$ cat src/rtl/vga_timing_gen_if.sv
// Raster timing bundle from the VGA timing generator to the pixel painter and connector.
// The master drives every signal; the slave only observes.
interface vga_timing_gen_if;
  logic [9:0] hCount;
  logic [9:0] vCount;
  logic       bright;
  logic       hSync;
  logic       vSync;
  logic       pix_en;
  logic       frame_tick;

  modport master (
    output hCount, vCount, bright, hSync, vSync, pix_en, frame_tick
  );

  modport slave (
    input hCount, vCount, bright, hSync, vSync, pix_en, frame_tick
  );
endinterface

$ cat src/rtl/vga_timing_gen.sv
// 640x480@60Hz raster generator (sync-first origin) with a pixel-rate strobe and a frame strobe.
// All outputs are registered; syncs and bright are decoded from next counter values for zero skew.
module vga_timing_gen #(
  parameter int CLK_DIV     = 4,
  parameter int H_TOTAL     = 800,
  parameter int H_SYNC      = 96,
  parameter int H_VIS_START = 144,
  parameter int H_VIS_END   = 784,
  parameter int V_TOTAL     = 525,
  parameter int V_SYNC      = 2,
  parameter int V_VIS_START = 35,
  parameter int V_VIS_END   = 515
) (
  input  logic             clk,
  input  logic             reset_n,
  vga_timing_gen_if.master o_vga
);
  localparam int              DIV_W    = (CLK_DIV > 1) ? $clog2(CLK_DIV) : 1;
  localparam logic [DIV_W-1:0] DIV_LAST = DIV_W'(CLK_DIV - 1);
  localparam logic [9:0]      H_LAST   = 10'(H_TOTAL - 1);
  localparam logic [9:0]      V_LAST   = 10'(V_TOTAL - 1);
  localparam logic [9:0]      H_SW     = 10'(H_SYNC);
  localparam logic [9:0]      V_SW     = 10'(V_SYNC);
  localparam logic [9:0]      H_VS     = 10'(H_VIS_START);
  localparam logic [9:0]      H_VE     = 10'(H_VIS_END);
  localparam logic [9:0]      V_VS     = 10'(V_VIS_START);
  localparam logic [9:0]      V_VE     = 10'(V_VIS_END);

  logic [DIV_W-1:0] r_div;
  logic [DIV_W-1:0] w_div_nxt;
  logic [9:0]       r_h;
  logic [9:0]       r_v;
  logic [9:0]       w_h_nxt;
  logic [9:0]       w_v_nxt;
  logic             r_hsync;
  logic             r_vsync;
  logic             r_bright;
  logic             r_pix_en;
  logic             r_frame_tick;
  logic             w_adv;
  logic             w_wrap;

  // Advance is taken from the divider itself so that with CLK_DIV=1 the counters
  // move on every edge after reset, even though the registered strobe starts at 0.
  always_comb begin
    w_adv     = (r_div == DIV_LAST);
    w_div_nxt = w_adv ? '0 : r_div + 1'b1;
    w_h_nxt   = r_h;
    w_v_nxt   = r_v;
    w_wrap    = 1'b0;
    if (w_adv) begin
      if (r_h == H_LAST) begin
        w_h_nxt = '0;
        w_v_nxt = (r_v == V_LAST) ? '0 : r_v + 10'd1;
        w_wrap  = (r_v == V_LAST);
      end else begin
        w_h_nxt = r_h + 10'd1;
      end
    end
  end

  always_ff @(posedge clk) begin
    if (!reset_n) begin
      r_div        <= '0;
      r_h          <= '0;
      r_v          <= '0;
      r_hsync      <= 1'b0;
      r_vsync      <= 1'b0;
      r_bright     <= 1'b0;
      r_pix_en     <= 1'b0;
      r_frame_tick <= 1'b0;
    end else begin
      r_div        <= w_div_nxt;
      r_h          <= w_h_nxt;
      r_v          <= w_v_nxt;
      r_pix_en     <= (w_div_nxt == DIV_LAST);
      r_frame_tick <= w_wrap;
      r_hsync      <= ~(w_h_nxt < H_SW);
      r_vsync      <= ~(w_v_nxt < V_SW);
      r_bright     <= (w_h_nxt >= H_VS) && (w_h_nxt < H_VE) &&
                      (w_v_nxt >= V_VS) && (w_v_nxt < V_VE);
    end
  end

  assign o_vga.hCount     = r_h;
  assign o_vga.vCount     = r_v;
  assign o_vga.bright     = r_bright;
  assign o_vga.hSync      = r_hsync;
  assign o_vga.vSync      = r_vsync;
  assign o_vga.pix_en     = r_pix_en;
  assign o_vga.frame_tick = r_frame_tick;
endmodule

$ cat src/flat_wrapper.sv
// flat-port wrapper written by rule: the top's interface ports become plain ports
module vga_timing_gen_flat 
#(
  parameter int CLK_DIV     = 4,
  parameter int H_TOTAL     = 800,
  parameter int H_SYNC      = 96,
  parameter int H_VIS_START = 144,
  parameter int H_VIS_END   = 784,
  parameter int V_TOTAL     = 525,
  parameter int V_SYNC      = 2,
  parameter int V_VIS_START = 35,
  parameter int V_VIS_END   = 515
)
  (clk, reset_n, o_vga_hCount, o_vga_vCount, o_vga_bright, o_vga_hSync, o_vga_vSync, o_vga_pix_en, o_vga_frame_tick);
  vga_timing_gen_if o_vga_i ();
  input  logic clk;
  input  logic reset_n;
  output wire logic [$bits(o_vga_i.hCount)-1:0] o_vga_hCount;
  output wire logic [$bits(o_vga_i.vCount)-1:0] o_vga_vCount;
  output wire logic [$bits(o_vga_i.bright)-1:0] o_vga_bright;
  output wire logic [$bits(o_vga_i.hSync)-1:0] o_vga_hSync;
  output wire logic [$bits(o_vga_i.vSync)-1:0] o_vga_vSync;
  output wire logic [$bits(o_vga_i.pix_en)-1:0] o_vga_pix_en;
  output wire logic [$bits(o_vga_i.frame_tick)-1:0] o_vga_frame_tick;
  assign o_vga_hCount = o_vga_i.hCount;
  assign o_vga_vCount = o_vga_i.vCount;
  assign o_vga_bright = o_vga_i.bright;
  assign o_vga_hSync = o_vga_i.hSync;
  assign o_vga_vSync = o_vga_i.vSync;
  assign o_vga_pix_en = o_vga_i.pix_en;
  assign o_vga_frame_tick = o_vga_i.frame_tick;
  vga_timing_gen #(.CLK_DIV(CLK_DIV), .H_TOTAL(H_TOTAL), .H_SYNC(H_SYNC), .H_VIS_START(H_VIS_START), .H_VIS_END(H_VIS_END), .V_TOTAL(V_TOTAL), .V_SYNC(V_SYNC), .V_VIS_START(V_VIS_START), .V_VIS_END(V_VIS_END)) u_core (.clk(clk), .reset_n(reset_n), .o_vga(o_vga_i));
endmodule
$ cat config.mk
export PLATFORM = sky130hd
export DESIGN_NAME = vga_timing_gen_flat
export DESIGN_NICKNAME = d
export VERILOG_FILES = /design/src/rtl/vga_timing_gen_if.sv /design/src/rtl/vga_timing_gen.sv /design/src/flat_wrapper.sv
export SDC_FILE = /design/constraint.sdc
export NUM_CORES = 1
export LEC_CHECK = 0
export ABC_CLOCK_PERIOD_IN_PS = 2650
export CORE_ASPECT_RATIO = 0.6
export CORE_UTILIZATION = 52
export CTS_CLUSTER_SIZE = 14
export DETAILED_ROUTE_END_ITERATION = 8
export GPL_ROUTABILITY_DRIVEN = 0
export PLACE_DENSITY_LB_ADDON = 0.25
export SETUP_SLACK_MARGIN = 0.05
export SYNTH_ARGS = -nofsm -noshare
export SYNTH_HDL_FRONTEND = slang
export SYNTH_SLANG_ARGS = --single-unit
$ cat constraint.sdc
create_clock -name clk -period 2.65 [get_ports clk]
set_input_delay 0.3975 -clock clk [delete_from_list [all_inputs] [get_ports clk]]
set_output_delay 0.3975 -clock clk [all_outputs]
set_load 0.1 [all_outputs]
Yosys cells after proc, flatten, opt, wreduce, memory -nomap -nowiden. Index checks and enable logic that the tools add are counted. Widths: inputs -> output; s select.

Add/sub/neg operators: 3. Mux-type cells: 6. Magnitude comparators: 6. Reduce and logical (&&, ||, !) cells: 4. Bitwise operators: 2. Equality and inequality tests: 4.

Operator list (number): $mux 10 (5); $add 10x1->10 const B (2); $eq 10x10->1 const B (2); $lt 10x10->1 const B (2); $ge 10x6->1 const B (1); $ge 10x8->1 const B (1); $lt 10x2->1 const B (1); $lt 10x7->1 const B (1); $eq 2x2->1 const B (2); $logic_and 1x1->1 (3); $reduce_and 3->1 (1); $add 2x1->2 const B (1); $mux 2 (1); $not 1->1 (2).

Output and inout bits: 25. Register bits after elaboration: 27. Bits of input ports: 2. Logic and storage cells: 33.

Logic depth before layout (Yosys ltp).
Depth in word-level cells: 7. Depth in mapped cells: 9. Depth with buffers taken out: 8.

Worst setup path after synthesis. Ideal clock, no wire load.

Path kind: register to register. From: register u_core.r_h[1] (netlist: u_core.o_vga.hCount[1]). To: register u_core.r_bright (netlist: u_core.o_vga.bright). Path slack: -0.562 ns. Arrival: 3.108 ns. Path buffers: 1. Setup time: 0.103 ns. Cell stages (with the launch flop): 9. Cell sequence: dfxtp_1 ha_1 nand4_2 or4_4 buf_6 a2111oi_4 o21a_2 nand3b_2 a2111oi_2.

Cells in the longest elaborated chain, start to end: 7. Elaborated cells between the ends (all ways): 13.

Ends and longest elaborated chain: start: declaration (RTL line vga_timing_gen.sv:31) `logic [9:0] r_h;`; start signal: assignment (RTL line vga_timing_gen.sv:74) `r_h <= w_h_nxt;`; $add 10x1->10 or $eq 10x10->1 (tied branches) (RTL line vga_timing_gen.sv:57, vga_timing_gen.sv:52); $mux 10 (RTL line vga_timing_gen.sv:52) `if (r_h == H_LAST) begin`; $mux 10 (RTL line vga_timing_gen.sv:51) `if (w_adv) begin`; $ge 10x8->1 or $lt 10x10->1 (tied branches) (RTL line vga_timing_gen.sv:80) `r_bright <= (w_h_nxt >= H_VS) && (w_h_nxt < H_VE) &&`; $logic_and 1x1->1 (2 in series) (RTL line vga_timing_gen.sv:80); $logic_and 1x1->1 (*) (RTL line vga_timing_gen.sv:81) `(w_v_nxt >= V_VS) && (w_v_nxt < V_VE);`; end signal: assignment (RTL line vga_timing_gen.sv:80); end: declaration (RTL line vga_timing_gen.sv:37) `logic r_bright;`.

Mark *: on every way between the ends. The rest lies on a longest branch, timed or not. A chain may end at the register's enable or synchronous reset.

Worst setup path in the final report.
From: register u_core.r_v[1] (netlist: u_core.o_vga.vCount[1]). To: register u_core.r_bright (netlist: u_core.o_vga.bright).

Cells in the longest elaborated chain, start to end: 7. Elaborated cells between the ends (all ways): 9.

Ends and longest elaborated chain: start: declaration (RTL line vga_timing_gen.sv:32) `logic [9:0] r_v;`; start signal: assignment (RTL line vga_timing_gen.sv:75) `r_v <= w_v_nxt;`; $add 10x1->10 or $eq 10x10->1 (tied branches) (RTL line vga_timing_gen.sv:54) `w_v_nxt = (r_v == V_LAST) ? '0 : r_v + 10'd1;`; $mux 10 (RTL line vga_timing_gen.sv:54); $mux 10 (RTL line vga_timing_gen.sv:52); $mux 10 (*) (RTL line vga_timing_gen.sv:51); $ge 10x6->1 (RTL line vga_timing_gen.sv:81); $logic_and 1x1->1 (RTL line vga_timing_gen.sv:80); $logic_and 1x1->1 (*) (RTL line vga_timing_gen.sv:81).

Marks and branches as above.

==> impl_metrics.ini <==
[run_status]
status = completed

[worst_setup_path]
worst-path-stages = 9
cpLargestDelayFamily = compound AO/OA/AOI/OAI gates
cp_num_buf_inv = 2
rr_worst_depth = 9
crit_fanout = 9
slowest_delay_ns = 0.43
cp_slowest_cell = nor4b_2
critPathRequiredTime_ns = 2.84
path_cells = inv_1 > ha_1 > nand4_1 > nor4b_2 > buf_4 > o21ai_0 > a21oi_1 > a2bb2oi_1 > a2111oi_4
cp-endpoint = u_core.o_vga.bright
arrival_ns = 2.68
crit_start = u_core.o_vga.vCount[1]
worstSetupEndpointType = register
r2r-start = u_core.o_vga.vCount[1]
reg2reg_setup_slack_ns = 0.17
reg2reg_to = u_core.o_vga.bright
critPathKind = register to register
crit_path_start_kind = register

[synthesis]
synthesis.nets = 197
syn-cell-area_sq_um = 1590
postSynthCellCount = 190
synth_warnings = 0
yosysSeqAreaShare_pct = 34.1
synth-edff-count = 0
async_flop_share_pct = 0
synth_top_area_share_pct = 34.1
synth_commonest_cells = dfxtp_1, nor2_1, a21oi_1, nand2_1, nor3_1
syn_area_per_cell_sq_um = 8.34
post-synth-top-area-cell = dfxtp_1
ys_top_cells_by_area = dfxtp_1, nor2_1, a21oi_1
synth_flop_cell = dfxtp_1
yosysMostFrequentCell = dfxtp_1
synth_cell_types = 49
ys_ff_latch = 27

[detailed_routing]
dr.pass1.iters = 4
num_vias = 1519
wl_per_cell_um = 16.0
drcViolationCount = 0
ant_nets = 0
drt-total-wl_mm = 4.14
drtIter0Drc = 173
routed_via_density = 5.89

[cts]
h-tree-depth = 1
cts_setup_buffers = 0
cts_tree = done
cts_resized = 0
postCtsHoldBufs = 0
clock_path_buffers = 2
path_clk_slew_ns = 0.10
clk_latency_ns = 0.28
cts_made_buffers = 3
root_buffer = clkbuf_8
clock-sinks = 27

[global_route]
overflow = 0
grt_pass1_vias = 1242
grtUsageTotal_pct = 25.5
antenna_found_initial = 0
grt_max_degree = 22
grt_pass1_wl_mm = 6.20

[final_layout]
n_antenna_cell = 0
drive_gt1_share_pct = 30.1
layout.nets = 224
final_core_util_pct = 67.3
fillers = 261
syn_to_final_growth_pct = 22.7
instances_no_fill = 258

[timing]
finalSetupViolations = 0
slew_violations = 0
final.setup_skew_ns = 0.0104
worstMarginPinSlew_ns = 0.703
fin_crit_ns = 2.48
rsz0062_at_grt = no
tns_ns = 0
fmax_mhz = 403
finalHoldViolCount = 0
finalCritPeriodShare_pct = 93.7
slew_headroom_pct = 53.1

[floorplan]
coreArea_sq_um = 2890
ioPinCount = 27
fp-row-count = 15
die-area_sq_um = 3280
die_h_um = 44.8
start_util_pct = 54.8
fp.dieW_um = 73.3

[min_path]
hold_path_class = register to register

[placement]
port_buffers = 26
dp_hpwl_mm = 3.00
placed_cells = 254

[power]
leakage_nw = 0.775
power_density_nw_per_um2 = 360
peakVddDrop_v = 0.000326

[run]
maxCapViolations = 0
layout by cell type, fill, tap and decap left out, types with 7 or more instances in the layout:
| cell type | instances |
|---|---|
| a21oi_1 | 13 |
| and3_1 | 7 |
| buf_4 | 32 |
| dfxtp_1 | 11 |
| dfxtp_2 | 9 |
| dfxtp_4 | 7 |
| nand2_1 | 13 |
| nand3_1 | 8 |
| nor2_1 | 21 |
| nor3_1 | 10 |
| o21ai_0 | 9 |
per-layer routing:
metal  track usage (%)  vias to the layer above  wire length [um]
li1                  -                      732                 -
met1              36.6                      693              1840
met2              37.0                       86              1770
met3              10.5                        8               487
met4              1.96                        0                35
met5                 0                        -                 0
flip-flops by register name, indices dropped and copies added (netlist names):
signal and flops:
u_core.o_vga.vSync 1, u_core.o_vga.frame_tick 1, u_core.o_vga.pix_en 1, u_core.o_vga.hCount 10, u_core.o_vga.vCount 10, u_core.o_vga.hSync 1
u_core.o_vga.bright 1, u_core.r_div 2
where the power goes:
group	total, mW	switching (mW)	internal [mW]
clock network	0.249	0.141	0.108
logic	0.0420	0.0301	0.0119
registers	0.410	0.00466	0.405
total	0.701	0.176	0.525
worst min path at each step:
| stage | slack (ns) | cells after the start | endpoint | start |
|---|---|---|---|---|
| global placement | 0.44 | 1 | u_core.r_div[0] | u_core.r_div[0] |
| detailed placement | 0.45 | 1 | u_core.r_div[0] | u_core.r_div[0] |
| global route | 0.49 | 1 | u_core.r_div[0] | u_core.r_div[0] |
| CTS | 0.47 | 1 | u_core.r_div[0] | u_core.r_div[0] |
| finish | 0.46 | 1 | u_core.r_div[0] | u_core.r_div[0] |
| floorplan | 0.43 | 1 | u_core.r_div[0] | u_core.r_div[0] |
kinds of logic (layout without fill, tap and decap cells):
family	count (synthesis)	after routing	share of synthesized area [%]
multiplexers	2	2	1.34
AO/OA/AOI/OAI	39	39	17.7
XOR/XNOR	9	9	4.97
flip-flops	27	27	34.1
buffers and inverters	17	43	5.45
AND/OR/NAND/NOR	91	91	32.5
adder cells (fa/ha/maj)	5	5	3.95
through the flow:
step                area, sq um  worst slack (ns)  hold WS, ns  power, mW
floorplan                  1640            0.0693        0.427      0.451
finish                     1950             0.167        0.460      0.701
CTS                        1920             0.171        0.465      0.702
detailed placement         1870             0.209        0.451      0.461
global placement           1870             0.372        0.438      0.461
global route               1950            0.0208        0.491      0.728
layout make-up:
type	instances	area, sq um	area share (%)
clock inverters	1	6.26	0.322
repair buffers	33	250	12.9
inverters	6	22.5	1.16
well taps	42	52.6	2.70
flip-flops and latches	27	578	29.7
multi-input cells	146	995	51.1
clock buffers	3	41.3	2.12
Power figures use the tool's default switching activity.
